## config.mk

```make
export PLATFORM = sky130hd
export DESIGN_NAME = pet_keymatrix
export DESIGN_NICKNAME = d
export VERILOG_FILES = /design/src/rtl/pet_keymatrix.sv
export SDC_FILE = /design/constraint.sdc
export NUM_CORES = 1
export LEC_CHECK = 0
export CAP_MARGIN = 20
export CORE_ASPECT_RATIO = 0.9
export CORE_MARGIN = 1.5
export CORE_UTILIZATION = 50
export CTS_CLUSTER_DIAMETER = 100
export DETAILED_ROUTE_END_ITERATION = 7
export GPL_TIMING_DRIVEN = 0
export PLACE_DENSITY = 0.7
export SLEW_MARGIN = 0
export SYNTH_ARGS = -nofsm -noshare
export SYNTH_HDL_FRONTEND = slang
export SYNTH_SLANG_ARGS = --single-unit
```

## constraint.sdc

```tcl
create_clock -name clk -period 3 [get_ports clk]
set_clock_uncertainty 0.1 [all_clocks]
set_input_delay 0.45 -clock clk [delete_from_list [all_inputs] [get_ports clk]]
set_output_delay 0.45 -clock clk [all_outputs]
set_load 0.01 [all_outputs]
```

## src/rtl/pet_keymatrix.sv

```systemverilog
`default_nettype none
// ============================================================================
//  Module      : pet_keymatrix
//  Description : PET keyboard matrix emulator. Key events are queued in a
//                small FIFO and applied to an 80-bit (10x8) key matrix,
//                either immediately (live press/release) or as a timed
//                keystroke (press, hold, release, gap) paced by a 1 MHz
//                clock enable. The I/O block reads one row at a time
//                through a registered active-low column port.
//  Revision    : 1.0 - initial release
// ============================================================================
module pet_keymatrix #(
    parameter int FIFO_DEPTH = 8,
    parameter int HOLD_US    = 40000,
    parameter int GAP_US     = 40000
) (
    input  logic       clk,
    input  logic       reset_n,
    input  logic       ce_1m,
    input  logic       ev_valid,
    output logic       ev_ready,
    input  logic [3:0] ev_row,
    input  logic [2:0] ev_col,
    input  logic       ev_press,
    input  logic       ev_typed,
    input  logic       clear,
    input  logic [3:0] keyrow,
    output logic [7:0] keyin,
    output logic       busy,
    output logic [4:0] fifo_count
);

    localparam int          c_PTR_W     = (FIFO_DEPTH > 1) ? $clog2(FIFO_DEPTH) : 1;
    localparam logic [4:0]  c_DEPTH     = 5'(FIFO_DEPTH);
    localparam logic [16:0] c_HOLD_LOAD = 17'(HOLD_US - 1);
    localparam logic [16:0] c_GAP_LOAD  = 17'(GAP_US - 1);
    localparam logic [3:0]  c_ROWS      = 4'd10;

    typedef enum logic [1:0] {
        S_IDLE = 2'd0,
        S_HOLD = 2'd1,
        S_GAP  = 2'd2
    } state_t;

    // Queue entry layout: {typed, press, col[2:0], row[3:0]}
    logic [8:0]         r_fifo [FIFO_DEPTH];
    logic [c_PTR_W-1:0] r_wr_ptr;
    logic [c_PTR_W-1:0] r_rd_ptr;
    logic [4:0]         r_count;

    state_t             r_state;
    logic [16:0]        r_cnt;
    logic [9:0][7:0]    r_matrix;
    logic [3:0]         r_hold_row;
    logic [2:0]         r_hold_col;
    logic [7:0]         r_keyin;

    logic               w_push;
    logic               w_pop;
    logic [8:0]         w_head;
    logic [3:0]         w_head_row;
    logic [2:0]         w_head_col;
    logic               w_head_press;
    logic               w_head_typed;

    // Acceptance is refused during reset and clear so a flush never races a push.
    assign ev_ready     = reset_n & (r_count < c_DEPTH) & ~clear;
    assign w_push       = ev_valid & ev_ready;
    // The sequencer only drains the queue while idle, which preserves event order.
    assign w_pop        = (r_state == S_IDLE) & (r_count != 5'd0) & ~clear;

    assign w_head       = r_fifo[r_rd_ptr];
    assign w_head_row   = w_head[3:0];
    assign w_head_col   = w_head[6:4];
    assign w_head_press = w_head[7];
    assign w_head_typed = w_head[8];

    assign busy         = (r_count != 5'd0) | (r_state != S_IDLE);
    assign fifo_count   = r_count;
    assign keyin        = r_keyin;

    // Queue storage: written on accepted push, contents need no reset.
    always_ff @(posedge clk) begin
        if (w_push) begin
            r_fifo[r_wr_ptr] <= {ev_typed, ev_press, ev_col, ev_row};
        end
    end

    // Queue pointers and occupancy; simultaneous push and pop leave count unchanged.
    always_ff @(posedge clk) begin
        if (!reset_n || clear) begin
            r_wr_ptr <= '0;
            r_rd_ptr <= '0;
            r_count  <= 5'd0;
        end else begin
            if (w_push) begin
                r_wr_ptr <= r_wr_ptr + c_PTR_W'(1);
            end
            if (w_pop) begin
                r_rd_ptr <= r_rd_ptr + c_PTR_W'(1);
            end
            r_count <= r_count + {4'd0, w_push} - {4'd0, w_pop};
        end
    end

    // Keystroke sequencer and key matrix update.
    always_ff @(posedge clk) begin
        if (!reset_n || clear) begin
            r_state    <= S_IDLE;
            r_cnt      <= 17'd0;
            r_matrix   <= '0;
            r_hold_row <= 4'd0;
            r_hold_col <= 3'd0;
        end else begin
            case (r_state)
                S_IDLE: begin
                    // Rows 10..15 do not exist on the matrix: consume and drop.
                    if (w_pop && (w_head_row < c_ROWS)) begin
                        if (w_head_typed) begin
                            r_matrix[w_head_row][w_head_col] <= 1'b1;
                            r_hold_row                       <= w_head_row;
                            r_hold_col                       <= w_head_col;
                            r_cnt                            <= c_HOLD_LOAD;
                            r_state                          <= S_HOLD;
                        end else begin
                            r_matrix[w_head_row][w_head_col] <= w_head_press;
                        end
                    end
                end
                S_HOLD: begin
                    if (ce_1m) begin
                        if (r_cnt == 17'd0) begin
                            // Release unconditionally, even if a live press set it first.
                            r_matrix[r_hold_row][r_hold_col] <= 1'b0;
                            r_cnt                            <= c_GAP_LOAD;
                            r_state                          <= S_GAP;
                        end else begin
                            r_cnt <= r_cnt - 17'd1;
                        end
                    end
                end
                S_GAP: begin
                    if (ce_1m) begin
                        if (r_cnt == 17'd0) begin
                            r_state <= S_IDLE;
                        end else begin
                            r_cnt <= r_cnt - 17'd1;
                        end
                    end
                end
                default: begin
                    r_state <= S_IDLE;
                end
            endcase
        end
    end

    // Registered row readout to the I/O block; nonexistent rows read all released.
    always_ff @(posedge clk) begin
        if (!reset_n || clear) begin
            r_keyin <= 8'hFF;
        end else if (keyrow < c_ROWS) begin
            r_keyin <= ~r_matrix[keyrow];
        end else begin
            r_keyin <= 8'hFF;
        end
    end

endmodule
`default_nettype wire

```

Word-level counts from Yosys, hierarchy flattened
Memory sizes are Yosys's and may differ from the RTL's. A register that Yosys moved wholly into a read port is not among the register bits.
Cells that the tools add are included.
{"block": "totals", "reg_bits": 125, "latch_bits": 0, "ramBits": 72, "rom_bits": 0, "out_inout_bits": 15, "elab_cells": 109, "mem_count": 1}
{"name": "r_fifo", "depth": 8, "word_bits": 9, "read_ports": 1, "rd_clocked_by_memory_dff": 1, "write_ports": 1, "line": "46", "text": "logic [8:0] r_fifo [FIFO_DEPTH];"}
{"block": "classes", "add_sub_neg": 5, "n_mul": 0, "div_mod_pow": 0, "order_cmp": 12, "n_eq_ne": 9, "shifts": 0, "n_mux": 34, "bitwise": 12, "reduce_logical": 18}
{"op": "2-to-1 mux 80 bit", "count": 4}
{"op": "one-hot mux 80 bit (2 select lines)", "count": 1}
{"op": "2-to-1 mux 17 bit", "count": 6}
{"op": "AND 80 bit", "count": 1}
{"op": "bitwise mux 80 bit", "count": 1}
{"op": "inverter 80 bit", "count": 1}
{"op": "OR 80 bit", "count": 1}
{"op": "demux 8 bit (select 4 bit)", "count": 2}
{"op": "one-hot mux 17 bit (3 select lines)", "count": 1}
{"op": "binary-select mux 8 bit (select 4 bit)", "count": 1}
{"op": "2-to-1 mux 8 bit", "count": 3}
{"op": "logical NOT 17 bit", "count": 1}
{"op": "subtractor 17 x 1 -> 17 bit, second input constant", "count": 1}
{"op": "< comparator 4 x 5 -> 1 bit, second input constant", "count": 3}
{"op": "2-to-1 mux 2 bit", "count": 6}
{"op": "inequality test 2 bit, second input constant", "count": 6}
{"op": "AND reduction 6 bit", "count": 2}
{"op": ">= comparator 4 x 1 -> 1 bit, second input constant", "count": 2}
{"op": "< comparator 3 x 4 -> 1 bit, second input constant", "count": 2}
{"op": "< comparator 4 bit, second input constant", "count": 2}
{"op": "inverter 8 bit", "count": 1}
{"op": "adder 3 x 1 -> 3 bit, second input constant", "count": 2}
{"op": "demux 1 bit (select 3 bit)", "count": 2}
{"op": ">= comparator 3 x 1 -> 1 bit, second input constant", "count": 2}
{"op": "22 further kinds", "count": 36}

Longest topological paths before layout
{"block": "depth", "ltp_word": 11, "ltp_mapped": 14, "ltp_nobuf": 14}

Worst setup path after synthesis
OpenSTA, ideal clock, no wires.
{"block": "synth_path", "path_kind": "reg2reg", "from": "reg r_count[3] (netlist: fifo_count[3])", "to": "reg r_count[4] (netlist: fifo_count[4])", "arrival_ns": 2.558, "required_ns": 2.830, "setup_slack_ns": 0.271, "stages_incl_launch_ff": 15, "cell_sequence": "dfxtp_1 inv_1 ha_1 nor4b_1 nor3_1 ha_1 inv_1 ha_1 inv_1 fa_1 inv_1 a21oi_1 nor2_1 or3_1 a21oi_1"}
{"element": "start: declaration", "line": "49", "text": "logic [4:0] r_count;"}
{"element": "start signal: assignment", "line": "102", "text": "r_count <= r_count + {4'd0, w_push} - {4'd0, w_pop};"}
{"element": "nonzero test 5 bit", "line": "70", "text": "assign w_pop = (r_state == S_IDLE) & (r_count != 5'd0) & ~clear;"}
{"element": "AND 1 bit (2 in a row)", "line": "70"}
{"element": "named net w_pop", "line": "59", "text": "logic w_pop;"}
{"element": "subtractor 5 x 1 -> 5 bit", "line": "102"}
The timed path passes the listed nets, and every way through them passes these cells.
A chain may end at the register's enable or synchronous reset.

==> impl_metrics.yaml <==
cells_and_area:
  antenna_cells: 0
  design_area_um2: 11700
  fin_util_pct: 60.1
  final_cells: 1294
  area_delta_synth_final_pct: 16.5
  nNetsFinal: 1064
  drive_gt1_share_pct: 16.5
sta:
  timing.final.crit_share_pct: 97.7
  maxSlewHeadroom_pct: 29.2
  min_period_ns: 2.93
  worstMarginPinSlew_ns: 1.06
  fmax_ghz: 0.341
  grt_setup_unrepaired: "true"
  finalWorstSetupSlack_ns: 0.0678
  finalHoldViolCount: 0
  final-setup-viol-count: 0
  final_max_slew_viol_count: 0
die:
  start_util_pct: 51.6
  core_area_um2: 19500
  die_h_um: 137
  io_pins: 33
  fp-row-count: 48
  fp.dieArea_um2: 20900
  chipWidth_um: 152
worst_setup_path:
  cp_slowest_cell: "mux4_2"
  crit_path_end_kind: "flop"
  crit_fanout: 7
  crit_buf_inv: 1
  arrival_ns: 3.22
  required_ns: 3.29
  critical-path-max-stage-delay_ns: 0.55
  critPathTopFamily: "simple AND/OR/NAND/NOR gates"
  crit_type: "reg -> reg"
  cp_cell_sequence: "clkbuf_4 > mux4_2 > mux2_4 > nor2_1 > nand3_1 > nor2_1 > a221o_1"
  cp-start-kind: "flop"
  cp_common_cell: "nor2_1"
placed_design:
  dp.cells: 1256
  hpwlAfterDp_mm: 20.2
  gp_congestion: 0.952
  place_area_um2: 10700
  port_buffers: 28
  pre_cts_ws_ns: -0.605
clocking:
  path_clk_slew_ns: 0.08
  numClockSinks: 200
  clockBufferDepth: 2
  h-tree-depth: 4
  clock-root-buffer: "clkbuf_16"
  clk_latency_ns: 0.46
  cts_made_buffers: 17
  cts_tree: "built"
  postCtsHoldBufs: 0
run_status:
  status: "completed"
routing:
  ant_nets: 0
  firstDrtPassIters: 6
  drcViolationCount: 0
  wl_per_cell_um: 22.9
  via_count: 8647
  via_per_inst: 6.68
  totalWireLength_mm: 29.6
  drt_iter0_drc: 1100
global_route:
  grt-ovfl-total: 0
  grt_pass1_wl_mm: 45.9
  antenna_found_initial: 0
  grt_max_degree: 24
  grt_pass1_vias: 7991
  grt_use_total_pct: 28.6
power_and_ir_drop:
  p_comb_share_pct: 32.8
  clock_power_share_pct: 30.1
  p_sw_mw: 3.01
  p_seq_share_pct: 37.1
  p_per_area_nw_per_um2: 676
  ir_worst_vdd_mv: 0.560
  p_int_mw: 4.90
  power.total_mw: 7.91
  p_leak_nw: 3.66
  swShare_pct: 38.1
synthesis:
  syn_avg_cell_area_um2: 10.3
  yosysUniqueCellTypes: 72
  yosys_most_used_dff: "dfxtp_1"
  syn_nets: 1009
  yosysWarnings: 0
  synth-seq-cells: 200
  syn_inst: 976
  ys_async_sr_fraction_pct: 0
  synth_enable_flop_cells: 72
  ys_seq_area_share_pct: 47.0
  syn_area_um2: 10000
hold_path:
  hp-class: "reg -> reg"
job:
  drv_cap: 0
[power by group through the flow]
| stage | clock (mW) | sequential, mW | combinational [mW] |
|---|---|---|---|
| finish | 2.38 | 2.93 | 2.59 |
| global placement | 0 | 2.99 | 2.17 |
| CTS | 2.39 | 2.93 | 2.35 |
| detailed placement | 0 | 2.99 | 2.19 |
| floorplan | 0 | 2.99 | 1.51 |
| global route | 2.47 | 2.94 | 2.76 |
[cells by family (layout without fill, tap and decap cells)]
group	count (synthesis)	after routing	share of synthesized area, %
buffers and inverters	84	152	3.81
adders and majority gates	15	15	1.94
muxes	69	69	11.1
DFF	200	200	47.0
AOI/OAI and AO/OA	287	287	18.9
and+or+nand+nor	316	316	16.7
xor gates and xnor gates	5	5	0.436
[tightest hold or removal path, delay by kind of cell, from the launching register on]
kind,cells,cell delay (ns)
compound gates,2,0.13
flops,1,0.31
[layer usage]
layer | vias up | part of all wire [%] | track usage [%]
li1 | 3916 | - | -
met1 | 4172 | 43 | 39.4
met2 | 484 | 44 | 44.0
met3 | 75 | 9.0 | 5.95
met4 | 0 | 3.9 | 12.7
met5 | - | 0 | 0
[area by class of cell]
type | instances | area [um^2]
sequential | 200 | 4730
timing repair buffer | 40 | 405
inverter | 18 | 67.6
clock inverter | 15 | 201
tap | 250 | 313
fill | 1620 | 7760
clock buffer | 17 | 425
buffer | 62 | 355
multi-input combinational | 692 | 5210
[sequential cells by signal (all words and copies together), names as in the netlist, named ones only]
register    count
r_hold_col      3
r_hold_row      4
r_rd_ptr        3
r_wr_ptr        3
r_cnt          17
r_matrix       80
r_state         2
r_fifo         72
fifo_count      5
keyin           8
[Yosys cell counts (all sizes together) (18+ instances only)]
cell / number / area, um^2
a31oi: 36 / 225
nand2: 53 / 201
buf: 25 / 160
o21ai: 49 / 249
clkbuf: 41 / 155
dfxtp: 128 / 2560
o22ai: 47 / 294
nor2: 80 / 315
o211ai: 25 / 201
mux2i: 33 / 350
mux4: 30 / 691
edfxtp: 72 / 2160
nor3: 53 / 293
inv: 18 / 67.6
o311ai: 31 / 272
a21oi: 57 / 285
nand2b: 22 / 138
nand3: 25 / 150
[path summary, 6_finish.rpt]
check,startpoint,end,slack (ns),cells past startpoint
max reg2reg,flop,r_matrix[79],0.07,7
max,flop,r_matrix[79],0.07,7
min,r_matrix[47],r_matrix[47],0.38,2
min reg2reg,r_matrix[47],r_matrix[47],0.38,2
[cell usage in the layout, fill, tap and decap left out, types with 12 or more instances in the layout]
cell type | synthesis | layout
o211ai_1 | 24 | 24
nand4_1 | 15 | 15
o22ai_1 | 47 | 47
o311ai_1 | 22 | 21
edfxtp_1 | 72 | 72
buf_2 | 12 | 12
clkbuf_1 | 40 | 21
o21ai_0 | 45 | 45
dfxtp_1 | 128 | 127
nor2_1 | 76 | 76
nor3_1 | 50 | 47
clkdlybuf4s50_1 | 0 | 27
a31oi_1 | 36 | 36
nand2b_1 | 22 | 22
clkbuf_16 | 0 | 17
nand3_1 | 20 | 17
inv_1 | 18 | 18
buf_4 | 3 | 12
mux2i_1 | 30 | 27
a21oi_1 | 57 | 56
mux4_2 | 26 | 26
nand2_1 | 52 | 51
ha_1 | 14 | 13
a221o_1 | 12 | 12
[through the flow]
stage          TNS (ns)  hold slack [ns]
2_1_floorplan         0            0.346
3_3_place_gp     -44.78            0.360
3_5_place_dp     -34.88            0.367
4_1_cts         -0.0394            0.376
5_1_grt        -0.00673            0.396
6_report              0            0.381
[timing repair]
item,in CTS,in global routing
setup buffers,5,5
resized for setup,31,65
endpoints found under the setup margin,100,102
pin swaps,5,5
gates cloned,0,0
Note: power is estimated with default switching activity, not from simulation.
